--- config.mk ---
export PLATFORM = sky130hd
export DESIGN_NAME = axi_rd_arbiter
export DESIGN_NICKNAME = d
export VERILOG_FILES = /design/src/rtl/axi_rd_arbiter.sv
export SDC_FILE = /design/constraint.sdc
export NUM_CORES = 1
export LEC_CHECK = 0
export ABC_AREA = 0
export CAP_MARGIN = 5
export CORE_AREA = 2 2 84 86
export DETAILED_ROUTE_END_ITERATION = 16
export DIE_AREA = 0 0 86 88
export DONT_BUFFER_PORTS = 1
export PLACE_DENSITY = 0.33
export SYNTH_ARGS = -nofsm -noshare
export SYNTH_HDL_FRONTEND = slang
export SYNTH_SLANG_ARGS = --single-unit
--- constraint.sdc ---
create_clock -name clk -period 4.21 [get_ports clk]
set_input_delay 0.6315 -clock clk [delete_from_list [all_inputs] [get_ports clk]]
set_output_delay 0.6315 -clock clk [all_outputs]
set_load 0.01 [all_outputs]
--- src/rtl/axi_rd_arbiter.sv ---
// -----------------------------------------------------------------------------
// axi_rd_arbiter
//
// Two-master / one-slave AXI4-Lite read-channel arbiter in front of the shared
// SRAM read port. Master 0 is the instruction-fetch unit (IFU) and master 1 is
// the load/store unit (LSU). Only one read is in flight at a time. When both
// masters request in the same IDLE cycle, the master that was not served last
// wins. A watchdog answers the owning master with SLVERR if the slave never
// returns read data.
//
// Transaction flow: IDLE (arbitrate) -> ADDR (forward AR) -> DATA (forward R)
// -> IDLE, or DATA -> ERR (synthesised SLVERR) -> IDLE when the watchdog
// expires. The minimum IDLE-to-IDLE time is three cycles.
//
// Ports
//   clk, rst                 clock; asynchronous active-high reset
//   m0_* (IFU), m1_* (LSU)   araddr/arvalid/arready and rdata/rresp/rvalid/rready
//                            of each master's AXI4-Lite read channel
//   s_*                      read channel towards the SRAM slave
//   busy                     high whenever a transaction is in progress
//   grant_id                 owner of the current transaction (0 IFU, 1 LSU)
//   late_drop                one-cycle pulse after a slave response that
//                            arrived in IDLE was discarded
//
// Parameters
//   AW, DW     address / data width
//   TIMEOUT    DATA-state cycles to wait for s_rvalid; 0 disables the watchdog
// -----------------------------------------------------------------------------
module axi_rd_arbiter #(
    parameter int AW      = 32,
    parameter int DW      = 32,
    parameter int TIMEOUT = 16
) (
    input  logic          clk,
    input  logic          rst,

    input  logic [AW-1:0] m0_araddr,
    input  logic          m0_arvalid,
    output logic          m0_arready,
    output logic [DW-1:0] m0_rdata,
    output logic [1:0]    m0_rresp,
    output logic          m0_rvalid,
    input  logic          m0_rready,

    input  logic [AW-1:0] m1_araddr,
    input  logic          m1_arvalid,
    output logic          m1_arready,
    output logic [DW-1:0] m1_rdata,
    output logic [1:0]    m1_rresp,
    output logic          m1_rvalid,
    input  logic          m1_rready,

    output logic [AW-1:0] s_araddr,
    output logic          s_arvalid,
    input  logic          s_arready,
    input  logic [DW-1:0] s_rdata,
    input  logic [1:0]    s_rresp,
    input  logic          s_rvalid,
    output logic          s_rready,

    output logic          busy,
    output logic          grant_id,
    output logic          late_drop
);

    // A zero-width counter is illegal, so a disabled watchdog keeps one bit.
    localparam int            CW          = (TIMEOUT > 0) ? $clog2(TIMEOUT + 1) : 1;
    localparam logic [CW-1:0] CNT_LOAD    = CW'(TIMEOUT);
    localparam logic [CW-1:0] CNT_LAST    = CW'(1);
    localparam logic [1:0]    RESP_SLVERR = 2'b10;

    typedef enum logic [1:0] {
        ST_IDLE,
        ST_ADDR,
        ST_DATA,
        ST_ERR
    } state_e;

    state_e        state_q, state_d;
    logic          grant_q, grant_d;
    logic          last_q, last_d;       // master served by the last completed read
    logic [CW-1:0] cnt_q, cnt_d;         // watchdog; holds 0 outside DATA
    logic          late_q, late_d;

    logic          sel_rready;

    assign sel_rready = grant_q ? m1_rready : m0_rready;

    assign busy      = (state_q != ST_IDLE);
    assign grant_id  = grant_q;
    assign late_drop = late_q;

    // NOTE: every signal written here receives a default first, so no path
    // through the case statement can leave one unassigned and infer a latch.
    always_comb begin
        state_d    = state_q;
        grant_d    = grant_q;
        last_d     = last_q;
        cnt_d      = cnt_q;
        late_d     = 1'b0;

        m0_arready = 1'b0;
        m0_rvalid  = 1'b0;
        m0_rdata   = '0;
        m0_rresp   = 2'b00;
        m1_arready = 1'b0;
        m1_rvalid  = 1'b0;
        m1_rdata   = '0;
        m1_rresp   = 2'b00;

        // The address mux runs continuously; it is only qualified in ADDR.
        s_araddr   = grant_q ? m1_araddr : m0_araddr;
        s_arvalid  = 1'b0;
        s_rready   = 1'b0;

        case (state_q)
            ST_IDLE: begin
                // Always accept so a stray late response cannot wedge the slave.
                s_rready = 1'b1;
                late_d   = s_rvalid;
                if (m0_arvalid || m1_arvalid) begin
                    state_d = ST_ADDR;
                    if (m0_arvalid && m1_arvalid) begin
                        grant_d = ~last_q;
                    end else begin
                        grant_d = m1_arvalid;
                    end
                end
            end

            ST_ADDR: begin
                s_arvalid = 1'b1;
                if (grant_q) begin
                    m1_arready = s_arready;
                end else begin
                    m0_arready = s_arready;
                end
                if (s_arready) begin
                    state_d = ST_DATA;
                    cnt_d   = CNT_LOAD;
                end
            end

            ST_DATA: begin
                s_rready = sel_rready;
                if (grant_q) begin
                    m1_rvalid = s_rvalid;
                    m1_rdata  = s_rdata;
                    m1_rresp  = s_rresp;
                end else begin
                    m0_rvalid = s_rvalid;
                    m0_rdata  = s_rdata;
                    m0_rresp  = s_rresp;
                end
                // A handshake in the expiry cycle still completes normally.
                if (s_rvalid && sel_rready) begin
                    state_d = ST_IDLE;
                    last_d  = grant_q;
                    cnt_d   = '0;
                end else if (TIMEOUT != 0) begin
                    if (cnt_q == CNT_LAST) begin
                        state_d = ST_ERR;
                        cnt_d   = '0;
                    end else begin
                        cnt_d   = cnt_q - CNT_LAST;
                    end
                end
            end

            ST_ERR: begin
                // Slave is not read here; its eventual answer is dropped in IDLE.
                if (grant_q) begin
                    m1_rvalid = 1'b1;
                    m1_rresp  = RESP_SLVERR;
                end else begin
                    m0_rvalid = 1'b1;
                    m0_rresp  = RESP_SLVERR;
                end
                if (sel_rready) begin
                    state_d = ST_IDLE;
                    last_d  = grant_q;
                end
            end

            default: begin
                state_d = ST_IDLE;
            end
        endcase
    end

    // NOTE: sequential state uses non-blocking assignments so every register
    // samples the pre-edge values, independent of statement order.
    always_ff @(posedge clk or posedge rst) begin
        if (rst) begin
            state_q <= ST_IDLE;
            grant_q <= 1'b0;
            last_q  <= 1'b1;
            cnt_q   <= '0;
            late_q  <= 1'b0;
        end else begin
            state_q <= state_d;
            grant_q <= grant_d;
            last_q  <= last_d;
            cnt_q   <= cnt_d;
            late_q  <= late_d;
        end
    end

endmodule

==> key figures <==
Timing
  – Slew HR: 0.221
  – Fin crit period: a little over 3000 ps
  – Min Hold Slack: 268 ps
  – Final Max Tran Viols: 0
  – Crit share post-route: 0.716
  – Max Fclk: 332 MHz
  – Tightest Pin Transition: 1170 ps
  – Layout Skew: approximately 6.6 ps
  – Setup violators final: 0
  – Fin. Hold Viols: 0
  – Setup_tns: 0 ps
  – RSZ-0062 raised after global routing: no

Clock network
  – Clock root buffer: clkbuf_8
  – Num CTS Buffers: 3
  – Clock buffer depth: 2
  – CTS tree: done
  – Worst-Skew Late Latency: 240 ps
  – # resized after CTS: 0
  – Clock Pin Slew Worst Setup and Hold Paths: ~50 ps
  – Clock sinks: 10
  – Post CTS Setup Buffer Count: 0
  – Hold-fix buffers, CTS: 0
  – H-tree depth: 1

Power
  – Clock share of power: 0.106
  – Leakage power total: 0.613 nW
  – Logic pwr share: 0.665
  – Net switching power: 0.623 mW
  – Register share of total power: 0.229
  – Sw frac: 0.539
  – Final Power: between 1 and 1.5 mW
  – Cell Int Power: 0.532 mW
  – Power Dens Cells: 711 nW/um2
  – VDD IR max: about 260 uV

Place
  – GPL Wtd Cong: 0.701
  – DP HPWL: 4470 um
  – Port Buffer Count: 0
  – Placed Area: 1570 um2
  – Dpl cells: 284

Setup path
  – Crit-path max FO: 34
  – Crit start category: register
  – Setup slack, reg-to-reg: 2310 ps
  – Worst EP arrival: 2380 ps
  – Critical Path End Type: output port
  – FF-to-FF path depth: 3
  – WS Path Type: reg2out
  – Crit path required time: 3580 ps

Outcome
  – Status: finished clean

Logic synthesis
  – Synth top area cells: mux2_2 23%, nor2_1 18%, dfrtp_1 15%
  – Synth Net Count: 331
  – Ys Warns: 0
  – Synth top area share: 0.233
  – Synth Instances: 223
  – Commonest cells in the netlist: 74 x nor2_1, 36 x nand2b_1, 32 x mux2_2, 15 x clkbuf_1, 9 x dfrtp_1
  – Predominant post-synthesis flop cell: dfrtp_1
  – Post-synthesis register bit count: 10
  – Yosys top cell by area: mux2_2
  – Post-synthesis cell type count: 32
  – Async S/R FF share, synth: 1.00
  – Avg Inst Size Synth: 6.94 um2
  – Post-synthesis cell area: 1550 um2
  – EDFF count, synth: 0
  – Register area share after synthesis: 0.162
  – Most frequent cell after synthesis: nor2_1

Final layout
  – Register area: roughly 250 um2
  – Fillcell total: 749
  – Area of the multi-input gates: 1180 um2
  – Area growth syn-to-layout: 4.93%
  – Share of layout cells above drive strength 1: 0.197
  – Ant. Diodes: 0
  – Fin nets: 317
  – Non-Filler Instances: 288
  – Final Cell Area: 1620 um2

Floorplanning
  – I/O pins: 215
  – Site row count: 30
  – Initial Util: 0.233
  – Die width: 86 um
  – Core ar.: 6640 um2
  – Die area: roughly 7600 um2
  – Die Y: 88 um

Min path
  – HP Class: in2async

GRT
  – Largest net degree at the start of global routing: 47
  – Total gr overflow: 0
  – Antenna violations before repair: 1
  – GRT Total Usage: 0.117
  – Number of global-route vias before repair: 1,187
  – First-pass GRT wire length: 6740 um

Route
  – DRC violations left: 0
  – DR WL/cell: between 15 and 20 um
  – DRT antenna net count: 0
  – Vias per cell: roughly 5.2
  – Detailed Route WL: 5500 um
  – DR iter-0 viols: 43
  – DR pass1 iterations: 4
  – Via Count: between 1k and 1.5k

Run
  – Max-Cap Viols: 0
==> stage by stage <==
stage / utilization / setup slack (ps)
2_1_floorplan: - / 2300
3_3_place_gp: 0.236 / 1410
3_5_place_dp: 0.236 / 1420
4_1_cts: 0.244 / 1160
5_1_grt: 0.244 / 992
6_report: 0.244 / 1190
==> cell type report <==
type,instances,area share
Inverter,7,0.0162
Clock buffer,4,0.0339
Multi-Input combinational cell,186,0.728
Timing Repair Buffer,1,0.00462
Tap cell,80,0.0616
Sequential cell,10,0.156
==> sequential cells by signal, indices dropped and copies added (netlist names) <==
signal     count
state_q        2
grant_id       1
late_drop      1
last_q         1
cnt_q          5
==> worst max-delay path, cell delays in order, from the launching register on <==
cell and delay (ps):
dfrtp_2 590, buf_4 390, nand2_1 680, nor2_1 480
==> worst paths after layout <==
| check | start | endpoint |
|---|---|---|
| setup / recovery | grant_id | m1_rdata[11] |
| hold / removal | rst | late_drop |
| setup reg to reg | state_q[0] | cnt_q[2] |
| hold reg to reg | last_q | last_q |
| max in group asynchronous | rst | last_q |
| min in group clk | m0_arvalid | grant_id |
==> power by group through the flow <==
| stage | registers [mW] | clock network, mW | logic (mW) |
|---|---|---|---|
| 2_1_floorplan | 0.174 | 0 | 0.763 |
| 3_3_place_gp | 0.267 | 0 | 0.791 |
| 3_5_place_dp | 0.267 | 0 | 0.775 |
| 4_1_cts | 0.265 | 0.127 | 0.778 |
| 5_1_grt | 0.282 | 0.131 | 0.845 |
| 6_report | 0.264 | 0.123 | 0.768 |
==> placed cells by master (no fill, tap or decap), types with 2 or more instances in the layout <==
cell type and instances:
nor2b_1 3, nand2b_1 36, nand3_1 4, mux2i_1 2, inv_1 7, a211o_1 2, dfrtp_1 8, nor2_1 74
a21oi_1 4, o31ai_1 2, and2_1 2, clkbuf_8 4, o211ai_1 2, nand2_1 3, ha_1 2, mux2_2 32
o221ai_1 2, o21ai_0 5
==> routing by layer <==
layer  vias up  track usage  wire (um)
met2        98        0.216       2920
li1        704            -          -
met4         2       0.0216         30
met5         -            0         12
met3         6       0.0198        404
met1       686        0.142       2130
==> kinds of logic after synthesis <==
logic type,after synthesis,synth area share
AND/OR/NAND/NOR,127,0.390
multiplexers,35,0.255
adder cells (fa/ha/maj),2,0.0162
buffers and inverters,27,0.0736
AO/OA/AOI/OAI,22,0.103
flip-flops,10,0.162
Power figures use the tool's default switching activity.
